## src/rtl/qoi_pkg.sv

```systemverilog
// rtl/qoi_pkg.sv - shared QOI framer types, constants and header byte lookup
package qoi_pkg;

   typedef enum logic [1:0] {
      ST_IDLE    = 2'd0,
      ST_HEADER  = 2'd1,
      ST_BODY    = 2'd2,
      ST_TRAILER = 2'd3
   } state_t;

   typedef struct packed {
      logic [7:0] r;
      logic [7:0] g;
      logic [7:0] b;
      logic [7:0] a;
   } rgba_t;

   localparam logic [31:0] QOI_MAGIC       = 32'h716F6966;
   localparam int          HEADER_LEN      = 14;
   localparam int          TRAILER_LEN     = 8;
   localparam int          MAX_CHUNK_BYTES = 5;

   // Header byte idx of magic, width, height, channels=4, colorspace=0.
   function automatic logic [7:0] header_byte(input logic [3:0]  idx,
                                              input logic [31:0] width,
                                              input logic [31:0] height);
      logic [111:0] hdr;
      logic [111:0] shifted;
      hdr     = {QOI_MAGIC, width, height, 8'h04, 8'h00};
      shifted = hdr << {idx, 3'b000};
      return shifted[111:104];
   endfunction

endpackage

```

## src/rtl/qoi_stream_framer_if.sv

```systemverilog
// rtl/qoi_stream_framer_if.sv - chunk input and byte output handshake bundle
interface qoi_stream_framer_if;
   logic [39:0] in_data;
   logic [2:0]  in_count;
   logic        in_last;
   logic [7:0]  out_byte;
   logic        out_valid;
   logic        out_ready;
   logic        out_last;

   modport master (
      output in_data, in_count, in_last, out_ready,
      input  out_byte, out_valid, out_last
   );

   modport slave (
      input  in_data, in_count, in_last, out_ready,
      output out_byte, out_valid, out_last
   );
endinterface

```

## src/rtl/byte_fifo_multiwrite.sv

```systemverilog
// rtl/byte_fifo_multiwrite.sv - byte FIFO with up to 5-byte write, 1-byte read
module byte_fifo_multiwrite #(
   parameter int   DEPTH = 16,
   localparam int  AW    = $clog2(DEPTH)
) (
   input  logic          clk,
   input  logic          reset,
   input  logic          wr_en,
   input  logic [39:0]   wr_data,
   input  logic [2:0]    wr_count,
   input  logic          rd_en,
   output logic [7:0]    rd_data,
   output logic [AW:0]   occupancy
);

   logic [7:0]    r_mem [DEPTH];
   logic [AW-1:0] r_wr_ptr;
   logic [AW-1:0] r_rd_ptr;
   logic [AW:0]   r_occ;
   logic [AW:0]   w_inc;
   logic [AW:0]   w_dec;

   assign w_inc     = wr_en ? (AW+1)'(wr_count) : '0;
   assign w_dec     = {{AW{1'b0}}, rd_en};
   assign rd_data   = r_mem[r_rd_ptr];
   assign occupancy = r_occ;

   // Byte [4] of the group lands at the current write pointer, later bytes follow.
   always_ff @(posedge clk) begin
      if (wr_en) begin
         for (int i = 0; i < 5; i++) begin
            if (3'(i) < wr_count) begin
               r_mem[r_wr_ptr + AW'(i)] <= wr_data[8*(4-i) +: 8];
            end
         end
      end
   end

   always_ff @(posedge clk) begin
      if (reset) begin
         r_wr_ptr <= '0;
         r_rd_ptr <= '0;
         r_occ    <= '0;
      end else begin
         if (wr_en) begin
            r_wr_ptr <= r_wr_ptr + AW'(wr_count);
         end
         if (rd_en) begin
            r_rd_ptr <= r_rd_ptr + AW'(1);
         end
         r_occ <= r_occ + w_inc - w_dec;
      end
   end

endmodule

```

## src/rtl/qoi_stream_framer.sv

```systemverilog
// rtl/qoi_stream_framer.sv - wraps qoi_core chunk groups into a QOI byte stream
module qoi_stream_framer
   import qoi_pkg::*;
#(
   parameter int WIDTH      = 40,
   parameter int HEIGHT     = 30,
   parameter int FIFO_DEPTH = 16
) (
   input  logic                 clk,
   input  logic                 reset,
   input  logic                 start,
   qoi_stream_framer_if.slave   bus,
   output logic                 busy,
   output logic                 overflow,
   output logic [12:0]          byte_total
);

   localparam int          AW      = $clog2(FIFO_DEPTH);
   localparam logic [AW:0] DEPTH_W = (AW+1)'(FIFO_DEPTH);

   state_t      r_state;
   logic [3:0]  r_idx;
   logic [7:0]  r_out_byte;
   logic        r_out_valid;
   logic        r_out_last;
   logic        r_busy;
   logic        r_overflow;
   logic        r_last_cap;
   logic [12:0] r_byte_total;

   logic        w_xfer;
   logic        w_load;
   logic [2:0]  w_cnt;
   logic        w_accept;
   logic        w_fit;
   logic        w_wr_en;
   logic        w_rd_en;
   logic [AW:0] w_occ;
   logic [AW:0] w_free;
   logic [7:0]  w_fifo_byte;
   logic [7:0]  w_hdr_byte;

   assign w_xfer   = r_out_valid & bus.out_ready;
   assign w_load   = ~r_out_valid | bus.out_ready;
   assign w_cnt    = (bus.in_count > 3'(MAX_CHUNK_BYTES)) ? 3'd0 : bus.in_count;
   assign w_accept = ((r_state == ST_HEADER) || (r_state == ST_BODY)) && !r_last_cap;
   // Admission sees only start-of-cycle occupancy; a same-cycle read earns no credit.
   assign w_free   = DEPTH_W - w_occ;
   assign w_fit    = (AW+1)'(w_cnt) <= w_free;
   assign w_wr_en  = w_accept && w_fit && (w_cnt != 3'd0);
   assign w_rd_en  = (r_state == ST_BODY) && w_load && (w_occ != '0);
   assign w_hdr_byte = header_byte(r_idx, 32'(WIDTH), 32'(HEIGHT));

   assign bus.out_byte  = r_out_byte;
   assign bus.out_valid = r_out_valid;
   assign bus.out_last  = r_out_last;
   assign busy          = r_busy;
   assign overflow      = r_overflow;
   assign byte_total    = r_byte_total;

   byte_fifo_multiwrite #(
      .DEPTH (FIFO_DEPTH)
   ) u_fifo (
      .clk       (clk),
      .reset     (reset),
      .wr_en     (w_wr_en),
      .wr_data   (bus.in_data),
      .wr_count  (w_cnt),
      .rd_en     (w_rd_en),
      .rd_data   (w_fifo_byte),
      .occupancy (w_occ)
   );

   always_ff @(posedge clk) begin
      if (reset) begin
         r_state      <= ST_IDLE;
         r_idx        <= '0;
         r_out_byte   <= '0;
         r_out_valid  <= 1'b0;
         r_out_last   <= 1'b0;
         r_busy       <= 1'b0;
         r_overflow   <= 1'b0;
         r_last_cap   <= 1'b0;
         r_byte_total <= '0;
      end else begin
         if (w_xfer && (r_byte_total != 13'h1FFF)) begin
            r_byte_total <= r_byte_total + 13'd1;
         end
         if (w_accept) begin
            if (!w_fit) begin
               r_overflow <= 1'b1;
            end
            if (bus.in_last) begin
               r_last_cap <= 1'b1;
            end
         end

         case (r_state)
            ST_IDLE: begin
               if (start) begin
                  r_state      <= ST_HEADER;
                  r_busy       <= 1'b1;
                  r_out_valid  <= 1'b1;
                  r_out_byte   <= QOI_MAGIC[31:24];
                  r_out_last   <= 1'b0;
                  r_idx        <= 4'd1;
                  r_byte_total <= '0;
                  r_overflow   <= 1'b0;
                  r_last_cap   <= 1'b0;
               end
            end
            ST_HEADER: begin
               if (w_xfer) begin
                  if (r_idx == 4'(HEADER_LEN)) begin
                     r_out_valid <= 1'b0;
                     r_state     <= ST_BODY;
                  end else begin
                     r_out_byte <= w_hdr_byte;
                     r_idx      <= r_idx + 4'd1;
                  end
               end
            end
            ST_BODY: begin
               // Drain buffered chunk bytes first; the trailer starts only once empty.
               if (w_load) begin
                  if (w_occ != '0) begin
                     r_out_byte  <= w_fifo_byte;
                     r_out_valid <= 1'b1;
                  end else if (r_last_cap) begin
                     r_state     <= ST_TRAILER;
                     r_out_byte  <= 8'h00;
                     r_out_valid <= 1'b1;
                     r_idx       <= 4'd1;
                  end else begin
                     r_out_valid <= 1'b0;
                  end
               end
            end
            ST_TRAILER: begin
               if (w_xfer) begin
                  if (r_idx == 4'(TRAILER_LEN)) begin
                     r_out_valid <= 1'b0;
                     r_out_last  <= 1'b0;
                     r_busy      <= 1'b0;
                     r_state     <= ST_IDLE;
                  end else begin
                     r_out_byte <= (r_idx == 4'(TRAILER_LEN - 1)) ? 8'h01 : 8'h00;
                     r_out_last <= (r_idx == 4'(TRAILER_LEN - 1));
                     r_idx      <= r_idx + 4'd1;
                  end
               end
            end
            default: r_state <= ST_IDLE;
         endcase
      end
   end

endmodule

```

## src/flat_wrapper.sv

```systemverilog
// flat-port wrapper written by rule: the top's interface ports become plain ports
module qoi_stream_framer_flat import qoi_pkg::*;
#(
   parameter int WIDTH      = 40,
   parameter int HEIGHT     = 30,
   parameter int FIFO_DEPTH = 16
)
  (clk, reset, start, busy, overflow, byte_total, bus_in_data, bus_in_count, bus_in_last, bus_out_ready, bus_out_byte, bus_out_valid, bus_out_last);
  qoi_stream_framer_if bus_i ();
  input  logic clk;
  input  logic reset;
  input  logic start;
  output logic busy;
  output logic overflow;
  output logic [12:0] byte_total;
  input wire logic [$bits(bus_i.in_data)-1:0] bus_in_data;
  input wire logic [$bits(bus_i.in_count)-1:0] bus_in_count;
  input wire logic [$bits(bus_i.in_last)-1:0] bus_in_last;
  input wire logic [$bits(bus_i.out_ready)-1:0] bus_out_ready;
  output wire logic [$bits(bus_i.out_byte)-1:0] bus_out_byte;
  output wire logic [$bits(bus_i.out_valid)-1:0] bus_out_valid;
  output wire logic [$bits(bus_i.out_last)-1:0] bus_out_last;
  assign bus_i.in_data = bus_in_data;
  assign bus_i.in_count = bus_in_count;
  assign bus_i.in_last = bus_in_last;
  assign bus_i.out_ready = bus_out_ready;
  assign bus_out_byte = bus_i.out_byte;
  assign bus_out_valid = bus_i.out_valid;
  assign bus_out_last = bus_i.out_last;
  qoi_stream_framer #(.WIDTH(WIDTH), .HEIGHT(HEIGHT), .FIFO_DEPTH(FIFO_DEPTH)) u_core (.clk(clk), .reset(reset), .start(start), .bus(bus_i), .busy(busy), .overflow(overflow), .byte_total(byte_total));
endmodule
```

## config.mk

```make
export PLATFORM = sky130hd
export DESIGN_NAME = qoi_stream_framer_flat
export DESIGN_NICKNAME = d
export VERILOG_FILES = /design/src/rtl/qoi_pkg.sv /design/src/rtl/qoi_stream_framer_if.sv /design/src/rtl/byte_fifo_multiwrite.sv /design/src/rtl/qoi_stream_framer.sv /design/src/flat_wrapper.sv
export SDC_FILE = /design/constraint.sdc
export NUM_CORES = 1
export LEC_CHECK = 0
export BUFFER_PORTS_ARGS = -buffer_cell sky130_fd_sc_hd__clkbuf_2
export CAP_MARGIN = 20
export CORE_UTILIZATION = 45
export DETAILED_ROUTE_END_ITERATION = 8
export GPL_TIMING_DRIVEN = 0
export SLEW_MARGIN = 20
export SYNTH_ARGS = -nofsm -noshare
export SYNTH_HDL_FRONTEND = slang
export SYNTH_HIERARCHICAL = 1
export SYNTH_SLANG_ARGS = --single-unit
```

## constraint.sdc

```tcl
create_clock -name clk -period 9.5 [get_ports clk]
set_input_delay 2.375 -clock clk [delete_from_list [all_inputs] [get_ports clk]]
set_output_delay 2.375 -clock clk [all_outputs]
set_load 0.02 [all_outputs]
```

==> impl_metrics.py <==
metrics = {
    "status": {
        "status": "finished with violations",
        "violations": "design-rule violations",
    },
    "sta": {
        "fin_hold_ws_ns": 0.4777,
        "min_period_over_period_pct": 76.64,
        "period_needed_ns": 7.281,
        "setup_viol": 0,
        "relSlewSlack_pct": 22.15,
        "worst_pin_slew_ns": 1.163,
        "hold_viol_final": 0,
        "rsz0062_at_grt": "false",
        "fin_tns_setup_ns": 0,
        "fin_skew_ns": 0.008517,
        "clock.fmax_mhz": 137.3,
        "slew_violations": 0,
    },
    "floorplanning": {
        "initial_core_util_pct": 45.96,
        "core-area_mm2": 0.02972,
        "die_h_um": 176.2,
        "placementRows": 63,
        "num_io_pins": 73,
        "die_x_um": 176.2,
        "dieArea_mm2": 0.03105,
    },
    "yosys": {
        "ys_seq_area_share_pct": 35.33,
        "synth_fp_nets": 1523,
        "syn_area_per_cell_um2": 9.451,
        "synth.yosys.warnings": 6,
        "async_flop_share_pct": 0,
        "syn-cell-area_mm2": 0.01366,
        "synth-simple-area-share_pct": 17.25,
        "synth_commonest_cells": "nor2_1, nand2_1, edfxtp_1",
        "ys_types": 106,
        "synth_mux_area_share_pct": 13.40,
        "ys.flop_type": "edfxtp_1",
        "synth-compound-area-share_pct": 24.12,
        "syn_inst": 1445,
        "synth_edf_count": 128,
        "yosysMostFrequentCell": "nor2_1",
        "synth_top_family_by_area": "compound AO/OA/AOI/OAI gates",
        "synthAdderAreaFrac_pct": 2.932,
        "post-synth-top-area-fraction_pct": 28.14,
        "synth.area.top_cells": "edfxtp_1, dfxtp_1, mux4_2",
        "ys_ff_latch": 177,
        "synth.largest_area_cell": "edfxtp_1",
        "synth_xor_area_share_pct": 1.649,
    },
    "cts": {
        "cts_tree": "built",
        "cts_root_buf": "clkbuf_16",
        "cts_buffers": 17,
        "cts_buffer_depth": 2,
        "post_cts_buffers": 0,
        "htreeDepth": 4,
        "cts_sinks": 177,
        "clock_latency_ns": 0.46,
        "ctsResizeCount": 0,
        "clkTransAtPathRegs_ns": 0.07,
        "cts_hold_buf": 0,
    },
    "global_route": {
        "track_usage_pct": 44.18,
        "grt_pass1_vias": 13140,
        "overflow": 0,
        "antenna_found_initial": 0,
        "grt_pass1_wl_mm": 95.41,
        "grt_max_degree": 20,
    },
    "worst_setup_path": {
        "worstPathRequired_ns": 9.66,
        "cp_max_fo": 10,
        "start_kind": "input port",
        "path_class": "in2reg",
        "end_kind": "register",
        "critPathArrivalTime_ns": 7.44,
    },
    "layout": {
        "diodes": 0,
        "drive_above_1_share_pct": 16.67,
        "fin_nets": 1613,
        "seqCellArea_mm2": 0.004825,
        "synthToLayoutAreaGrowth_pct": 10.90,
        "multi_input_area_mm2": 0.008130,
        "num-fill-cells": 2779,
    },
    "pwr": {
        "leakagePower_uw": 0.005107,
        "power_density_mw_per_mm2": 197.5,
        "peakVddDrop_mv": 0.1676,
    },
    "min_path": {
        "hp-class": "reg2reg",
    },
    "placed_design": {
        "io_buffers": 62,
        "dpl.hpwl_mm": 52.99,
        "place.gp.congestion": 1.085,
    },
    "detailed_routing": {
        "vias_per_cell": 7.451,
        "num_vias": 14440,
        "drt_iter0_drc": 2950,
        "first_pass_iters": 9,
        "drcViolationCount": 20,
        "antenna_left": 0,
        "drt-wirelength-per-cell_um": 35.42,
        "routed_wl_mm": 68.65,
    },
    "job": {
        "cap_violations": 0,
    },
}
[path summary, 6_finish.rpt]
kind,start,endpoint,slack [ns],cells past startpoint
worst max-delay path,bus_in_count[1],u_core/u_fifo/r_mem[2][4],2.22,15
worst min-delay path,u_core/bus.out_byte[2],u_core/bus.out_byte[2],0.48,2
worst max register to register,u_core/u_fifo/occupancy[0],u_core/u_fifo/r_mem[2][4],3.75,16
worst min register to register,u_core/bus.out_byte[2],u_core/bus.out_byte[2],0.48,2
[worst max-delay path: stages]
cell	delay (ns)
clkbuf_2	0.12
nor2b_1	0.25
ha_1	0.29
nor2b_1	0.13
a2bb2oi_1	0.13
maj3_1	0.37
a31oi_1	0.36
buf_2	0.32
nand2_4	0.11
nor2_1	0.22
clkbuf_1	0.87
nand3_1	0.61
nand2_1	0.49
a211oi_1	0.09
o31ai_1	0.69
[registers in the layout (all words and copies together) (netlist names), 2 cells and up, named ones only]
| signal | cells |
|---|---|
| u_core/u_fifo/r_rd_ptr | 4 |
| u_core/bus.out_byte | 8 |
| u_core/u_fifo/occupancy | 5 |
| u_core/r_idx | 4 |
| u_core/u_fifo/r_wr_ptr | 4 |
| u_core/byte_total | 13 |
| u_core/r_state | 2 |
| u_core/u_fifo/r_mem | 128 |
[where the power goes]
part           total [uW]  switching (uW)  internal (uW)
Clock                 715             362            353
Sequential            967            47.9            919
Combinational        1310             901            409
Total                2990            1310           1680
[area by class of cell]
cell class	instances	share of cell area, %
timing repair buffer	71	2.520
multi-input combinational	1106	53.68
buffer	119	3.726
clock buffer	17	2.809
sequential	177	31.85
tap	390	3.222
clock inverter	15	1.123
inverter	43	1.066
[cells by family after synthesis]
group | Yosys count
fa+ha+maj | 31
mux | 131
xor+xnor | 24
buf+inv | 162
flops | 177
compound gates | 451
simple gates | 469
[placed cells by master (no fill, tap or decap), types with 12 or more instances in the layout]
cell | netlist | final
a221oi_1 | 18 | 18
clkbuf_2 | 1 | 63
o211ai_1 | 15 | 15
dfxtp_1 | 49 | 49
a31oi_1 | 37 | 37
ha_1 | 28 | 28
nand3_1 | 31 | 31
a22o_1 | 12 | 12
nand2b_1 | 12 | 12
nand4_1 | 12 | 12
xor2_1 | 16 | 16
o21ai_0 | 77 | 76
nor2_1 | 142 | 142
nand2_1 | 133 | 133
mux2i_1 | 76 | 76
o221ai_1 | 14 | 14
clkbuf_1 | 75 | 75
a21oi_1 | 60 | 60
a22oi_1 | 19 | 19
or3_1 | 14 | 14
buf_2 | 21 | 21
o22ai_1 | 32 | 32
nor3_1 | 30 | 29
o31ai_1 | 16 | 16
a222oi_1 | 34 | 34
clkbuf_16 | 0 | 17
and2_1 | 15 | 15
inv_1 | 42 | 42
mux4_2 | 40 | 40
edfxtp_1 | 128 | 128
mux2_2 | 15 | 15
a211oi_1 | 20 | 20
[per-stage QoR]
stage,util (%),std cells,setup slack [ns],total power (uW),cell area [um2]
5_1_grt,50.97,1938,2.335,3083,15150
4_1_cts,50.87,1934,2.648,2945,15120
3_5_place_dp,48.86,1902,2.165,2232,14520
3_3_place_gp,48.64,1897,1.227,2216,14460
6_report,50.97,1938,2.219,2992,15150
2_1_floorplan,-,1445,3.459,1797,13660
[metal layers]
layer / GRT usage (%) / wire (um) / part of all wire [%] / vias up
met3: 13.89 / 9462 / 14 / 292
met1: 59.98 / 26810 / 39 / 7006
met2: 61.20 / 27640 / 40 / 1296
met4: 25.98 / 4734 / 6.9 / 0
met5: 0 / 0 / 0 / -
li1: - / - / - / 5847
No activity file was read; power rests on OpenSTA's default activity.
